$ cat src/rtl/vinc_wb_queue.sv
// rtl/vinc_wb_queue.sv - write-back queue feeding port c of the vector inc register file
module vinc_wb_queue #(
    parameter int WIDTH       = 32,
    parameter int NUMREGS     = 8,
    parameter int LOG2NUMREGS = 3,
    parameter int DEPTH       = 4,
    parameter int LOG2DEPTH   = 2
) (
    input  logic                   clk,
    input  logic                   resetn,
    input  logic                   in_valid,
    output logic                   in_ready,
    input  logic [LOG2NUMREGS-1:0] in_reg,
    input  logic [WIDTH-1:0]       in_data,
    input  logic                   wr_stall,
    output logic [LOG2NUMREGS-1:0] c_reg,
    output logic [WIDTH-1:0]       c_writedatain,
    output logic                   c_we,
    input  logic                   chk_en,
    input  logic [LOG2NUMREGS-1:0] chk_reg,
    output logic                   chk_hit,
    output logic [LOG2DEPTH:0]     count,
    output logic                   empty
);

    localparam logic [LOG2DEPTH:0] CNT_FULL = (LOG2DEPTH + 1)'(DEPTH);

    if (NUMREGS > (1 << LOG2NUMREGS) || DEPTH != (1 << LOG2DEPTH) || DEPTH < 2) begin : g_param_check
        $error("vinc_wb_queue: inconsistent parameters");
    end

    logic [LOG2NUMREGS-1:0] q_reg  [DEPTH];
    logic [WIDTH-1:0]       q_data [DEPTH];
    logic [LOG2DEPTH-1:0]   rd_ptr;
    logic [LOG2DEPTH-1:0]   wr_ptr;
    logic                   enq;
    logic                   deq;
    logic                   q_hit;

    assign in_ready = (count < CNT_FULL);
    // inc0 is hardwired to zero, so its writes complete the handshake but are never stored
    assign enq      = in_valid & in_ready & (in_reg != '0);
    assign deq      = (count != '0) & ~wr_stall;
    assign empty    = (count == '0) & ~c_we;

    always_ff @(posedge clk) begin
        if (enq) begin
            q_reg[wr_ptr]  <= in_reg;
            q_data[wr_ptr] <= in_data;
        end
    end

    always_ff @(posedge clk) begin
        if (!resetn) begin
            rd_ptr        <= '0;
            wr_ptr        <= '0;
            count         <= '0;
            c_we          <= 1'b0;
            c_reg         <= '0;
            c_writedatain <= '0;
        end else begin
            if (enq) begin
                wr_ptr <= wr_ptr + 1'b1;
            end
            if (deq) begin
                c_reg         <= q_reg[rd_ptr];
                c_writedatain <= q_data[rd_ptr];
                rd_ptr        <= rd_ptr + 1'b1;
            end
            c_we <= deq;
            case ({enq, deq})
                2'b10:   count <= count + 1'b1;
                2'b01:   count <= count - 1'b1;
                default: count <= count;
            endcase
        end
    end

    // An entry is live when its distance from rd_ptr (modulo DEPTH) is below count
    always_comb begin
        logic [LOG2DEPTH-1:0] offset;
        offset = '0;
        q_hit  = 1'b0;
        for (int i = 0; i < DEPTH; i++) begin
            offset = LOG2DEPTH'(i) - rd_ptr;
            if (({1'b0, offset} < count) && (q_reg[i] == chk_reg)) begin
                q_hit = 1'b1;
            end
        end
    end

    assign chk_hit = chk_en & (chk_reg != '0) & ((c_we & (c_reg == chk_reg)) | q_hit);

endmodule

$ cat config.mk
export PLATFORM = sky130hd
export DESIGN_NAME = vinc_wb_queue
export DESIGN_NICKNAME = d
export VERILOG_FILES = /design/src/rtl/vinc_wb_queue.sv
export SDC_FILE = /design/constraint.sdc
export NUM_CORES = 1
export LEC_CHECK = 0
export ABC_AREA = 1
export CORE_UTILIZATION = 65
export CTS_CLUSTER_SIZE = 14
export DETAILED_ROUTE_END_ITERATION = 12
export DONT_BUFFER_PORTS = 1
export PLACE_DENSITY = 0.81
export SLEW_MARGIN = 15
export SYNTH_ARGS = -nofsm -noshare
export SYNTH_HDL_FRONTEND = slang
export SYNTH_SLANG_ARGS = --single-unit
$ cat constraint.sdc
create_clock -name clk -period 5.5 [get_ports clk]
set_input_delay 0.55 -clock clk [delete_from_list [all_inputs] [get_ports clk]]
set_output_delay 0.55 -clock clk [all_outputs]
set_load 0.02 [all_outputs]
# Word level (Yosys, flattened, before mapping)
# Memory sizes are Yosys's and may differ from the RTL's. A register that Yosys moved wholly into a read port is not among the register bits.
# Cells that the tools add are included.
[op_classes] n_lt_le_gt_ge=5 muxes=7 addsub=8 eq_ne=7 n_bitwise=10 reduce_logical=11
[ops] op="$eq 3x3->1" count=5
[ops] op="$lt 2x3->1" count=4
[ops] op="$reduce_bool 3->1" count=3
[ops] op="$and 1x1->1" count=7
[ops] op="$mux 1" count=6
[ops] op="$pmux 3 s2" count=1
[ops] op="$add 2x1->2 const B" count=2
[ops] op="$logic_and 1x1->1" count=4
[ops] op="$sub 1x2->2 const A" count=2
[ops] op="$sub 2x2->2 const A" count=2
[ops] op="$add 3x1->3 const B" count=1
[ops] op="$logic_not 3->1" count=1
[ops] op="$lt 3x3->1 const B" count=1
[ops] op="$sub 3x1->3 const B" count=1
[ops] op="$eq 2x1->1 const B" count=1
[ops] op="$eq 2x2->1 const B" count=1
[ops] op="$logic_not 1->1" count=2
[ops] op="$not 1->1" count=2
[ops] op="$reduce_bool 2->1" count=1
[ops] op="$or 1x1->1" count=1
[totals] output_inout_bits=42 wordCells=54 in_bits=43 mem_count=2 mem_bits_rw=140 reg_bits=8
[memory_table] name="q_data" depth=4 word_bits=32 read_ports=1 rd_ports_with_merged_regs=1 write_ports=1 line="33" rtl="logic [WIDTH-1:0] q_data [DEPTH];"
[memory_table] name="q_reg" depth=4 word_bits=3 read_ports=5 rd_ports_with_merged_regs=1 write_ports=1 line="32" rtl="logic [LOG2NUMREGS-1:0] q_reg [DEPTH];"

# Depth between registers and ports, before layout
[depth] depth_word=9 ltp_mapped=14 ltp_nobuf=12

# Worst setup path before layout
# No wires, ideal clock.
[synth_path] path_kind="reg2reg" from="register count[2]" to="memory q_data[0][0], enable pin" period_less_slack_ns=2.934 required_time_ns=5.073 setup_time_ns=0.427 slack_ns=2.566 path_buffers=1 path_stages_with_launch=6 t_arrival_ns=2.507 cell_sequence="dfxtp_1 -> inv_2 -> nand2_1 -> or2_0 -> buf_2 -> nor2_1"
[synth_between] elab_chain_len=5
[synth_rtl] item="start: declaration" line="22" rtl="output logic [LOG2DEPTH:0] count,"
[synth_rtl] item="start signal: assignment" line="72" rtl="2'b10: count <= count + 1'b1;"
[synth_rtl] item="start signal: assignment" line="73" rtl="2'b01: count <= count - 1'b1;"
[synth_rtl] item="start signal: assignment" line="74" rtl="default: count <= count;"
[synth_rtl] item="$lt 3x3->1" line="40" rtl="assign in_ready = (count < CNT_FULL);"
[synth_rtl] item="named net in_ready" line="12" rtl="output logic in_ready,"
[synth_rtl] item="$and 1x1->1 (2 in a row)" line="42" rtl="assign enq = in_valid & in_ready & (in_reg != '0);"
[synth_rtl] item="$mux 1" line="47" rtl="if (enq) begin"
[synth_rtl] item="$mux 1 (implied by the code)" line="49" rtl="q_data[wr_ptr] <= in_data;"
[synth_rtl] item="end: declaration" line="33"
# The timed path passes the listed nets, and every way through them passes these cells.

# Worst setup path in the final report
[layout_path] from="register rd_ptr[0]" to="output chk_hit"
[layout_between] elab_chain_len=9 word_cells_on_any_way=18 cone_classes="add/sub (4); order compare (4); mux (4); bitwise (2); reduce/logical (4)"
[layout_rtl] item="start: declaration" line="34" rtl="logic [LOG2DEPTH-1:0] rd_ptr;"
[layout_rtl] item="start signal: assignment" line="68" rtl="rd_ptr <= rd_ptr + 1'b1;"
[layout_rtl] item="$sub 1x2->2" line="85" rtl="offset = LOG2DEPTH'(i) - rd_ptr;"
[layout_rtl] item="$lt 2x3->1" line="86" rtl="if (({1'b0, offset} < count) && (q_reg[i] == chk_reg)) begin"
[layout_rtl] item="$logic_and 1x1->1" line="86"
[layout_rtl] item="$mux 1 (3 in a row)" line="86"
[layout_rtl] item="$mux 1 (*)" line="86"
[layout_rtl] item="$or 1x1->1 (*)" line="92" rtl="assign chk_hit = chk_en & (chk_reg != '0) & ((c_we & (c_reg == chk_reg)) | q_hit);"
[layout_rtl] item="$and 1x1->1 (*)" line="92"
[layout_rtl] item="end: declaration" line="21" rtl="output logic chk_hit,"
# Mark *: on every way between the ends. The rest lies on a longest branch, timed or not.

==> results.tsv <==
stage	metric	value	unit
outcome	status	completed	
power	pwr dens	522	mW/mm^2
synth	Most used DFF post-synth	edfxtp_1	
worst_setup_path	Critical Path End Type	output port	
sta	Max Clock Freq	284	MHz
power	Pleak	2.70	nW
synth	synthesized netlist cell count	549	
global_route	initial antenna violation count	0	
synth	count leader, synth	edfxtp_1	
cts	Post-CTS Setup Inserts	0	
floorplan	Starting Density	0.676	
cts	Root Buffer	clkbuf_8	
detailed_routing	Via density	6.12	
cts	total CTS buffers	17	
sta	final slew viol count	0	
cts	clock buffer depth	2	
floorplan	row count	37	
sta	Worst Tran Pin Value	1.14	ns
synth	Synthesis Warnings	0	
synth	Avg Cell Area, Syn	12.8	um^2
sta	minimum clock period	3.52	ns
global_route	GR Util All Layers	0.258	
cts	CTS tree	yes	
placement	placed instance area	0.00708	mm^2
sta	hold slack	0.103	ns
global_route	first-pass GRT wire length	21300	um
sta	Slew HR	0.238	
synth	Net Count, Synth	602	
cts	H-tree depth	4	
worst_setup_path	Register-to-Register Path Depth	10	
sta	final setup vio count	0	
sta	Final Hold Vio Count	0	
global_route	vias in the first global route	4371	
detailed_routing	DR WL/cell	20.1	um
worst_setup_path	crit path max fanout	36	
worst_setup_path	Arrival @ worst endpoint	2.97	ns
synth	dominant cell type by area after synthesis	edfxtp_1	
detailed_routing	Via Count	4226	
placement	GP Congestion	0.866	
hold_path	Worst Hold Class	primary input to flop	
final_layout	P&R area growth vs syn	8.05	%
sta	Fin Setup TNS	0	ns
sta	RSZ-0062 raised after global routing	false	
synth	EDFF count, synth	140	
synth	top post-synthesis cells by area	edfxtp_1 (60%), dfxtp_1 (12%), a22oi_1 (7.5%)	
synth	Synth cell types	28	
cts	# clock sinks	183	
worst_setup_path	worst endpoint required time	4.95	ns
synth	Async S/R FF share, synth	0	
final_layout	max reg flops	128	
cts	Post-CTS Hold Buffers	0	
detailed_routing	DRC	0	
final_layout	Final nets	594	
floorplan	die width	106	um
worst_setup_path	critical path type	flop to output port	
sta	Max Clock Skew	0.00884	ns
synth	Synth top cells by count	edfxtp_1 (140), nor2_1 (86), a22oi_1 (70)	
worst_setup_path	crit path launch type	flop	
floorplan	# IOs	85	
placement	HPWL Detailed	7850	um
detailed_routing	Final Routed Wirelength	13800	um
synth	Seq/Total Area, Yosys	0.719	
final_layout	share of cells above drive strength 1	0.0758	
floorplan	Die Y	106	um
detailed_routing	TritonRoute pass-1 iters	5	
final_layout	Design Area, Final	0.00761	mm^2
final_layout	ant diodes	0	
detailed_routing	post-route ant nets	0	
cts	Reg clk slew, reported paths	0.07	ns
placement	Buffers on Ports	0	
cts	Worst-Skew Late Latency	0.54	ns
synth	flop and latch count out of synthesis	183	
hold_path	WHS Path Cells	0	
worst_setup_path	flop2flop setup slack	2.60	ns
sta	crit share post-route	0.639	
detailed_routing	drt first-iter violations	301	
power	Max VDD drop	0.357	mV
global_route	largest net degree at the start of global routing	42	
floorplan	core area	0.0104	mm^2
run	number of max-cap violations	0	
synth	Synth top area share	0.597	
floorplan	die area	0.0113	mm^2
cts	CTS resizes	0	
global_route	total grt overflow	0	
synth	Mapped Area	0.00704	mm^2
[kinds of logic after synthesis]
logic type,synth area share
buffers and inverters,0.0402
AO/OA/AOI/OAI,0.115
AND/OR/NAND/NOR,0.0965
adder cells (fa/ha/maj),0.0188
flip-flops,0.719
XOR/XNOR,0.00995
[placed cells by master, fill, tap and decap left out, types with 9 or more instances in the layout]
cell type  instances
a21oi_1            9
a22oi_1           70
clkbuf_16         16
dfxtp_1           43
edfxtp_1         140
ha_1               9
inv_1             24
nand2_1           69
nor2_1            82
o21ai_0           41
[worst max-delay path: stages (launching register included)]
cell	delay, ns
dfxtp_1	0.57
nand2_1	0.14
inv_2	0.57
nor2_1	0.14
inv_1	0.12
ha_1	0.23
nand2_1	0.07
nand2_1	0.05
nand2_1	0.05
nand3_1	0.06
nand3_1	0.07
nor2_1	0.04
nor2_1	0.29
[metrics by stage]
stage          utilization  setup WS, ns  std cells  total power, mW
4_1_cts              0.730          1.99        690             3.97
6_report             0.730          1.98        690             3.97
5_1_grt              0.730          1.80        690             4.15
3_5_place_dp         0.679          2.57        658             2.89
2_1_floorplan            -          2.57        549             2.69
3_3_place_gp         0.679          2.64        658             2.85
[cell type report]
class | instances | area [um^2]
flip-flops and latches | 183 | 5060
fillers | 676 | 2810
multi-input cells | 309 | 1720
clock buffers | 21 | 429
well taps | 136 | 170
inverters | 29 | 109
clock inverters | 11 | 104
repair buffers | 1 | 7.51
[power by group]
group / leakage (nW) / switching [mW] / internal [mW]
registers: 1.63 / 0.257 / 1.71
clock network: 0.246 / 0.496 / 0.601
logic: 0.821 / 0.612 / 0.292
total: 2.70 / 1.37 / 2.60
[metal layers]
layer	routed length, um	GRT usage	part of all wire
met1	5660	0.309	0.41
met2	6960	0.443	0.50
met3	938	0.0717	0.068
met4	286	0.106	0.021
met5	0	0	0
[final timing paths]
kind,start,end
min reg2reg,wr_ptr[1],wr_ptr[1]
max reg2reg,count[2],count[2]
max,rd_ptr[0],chk_hit
min,in_data[5],q_data[2][5]
(Power assumes the default switching activity.)
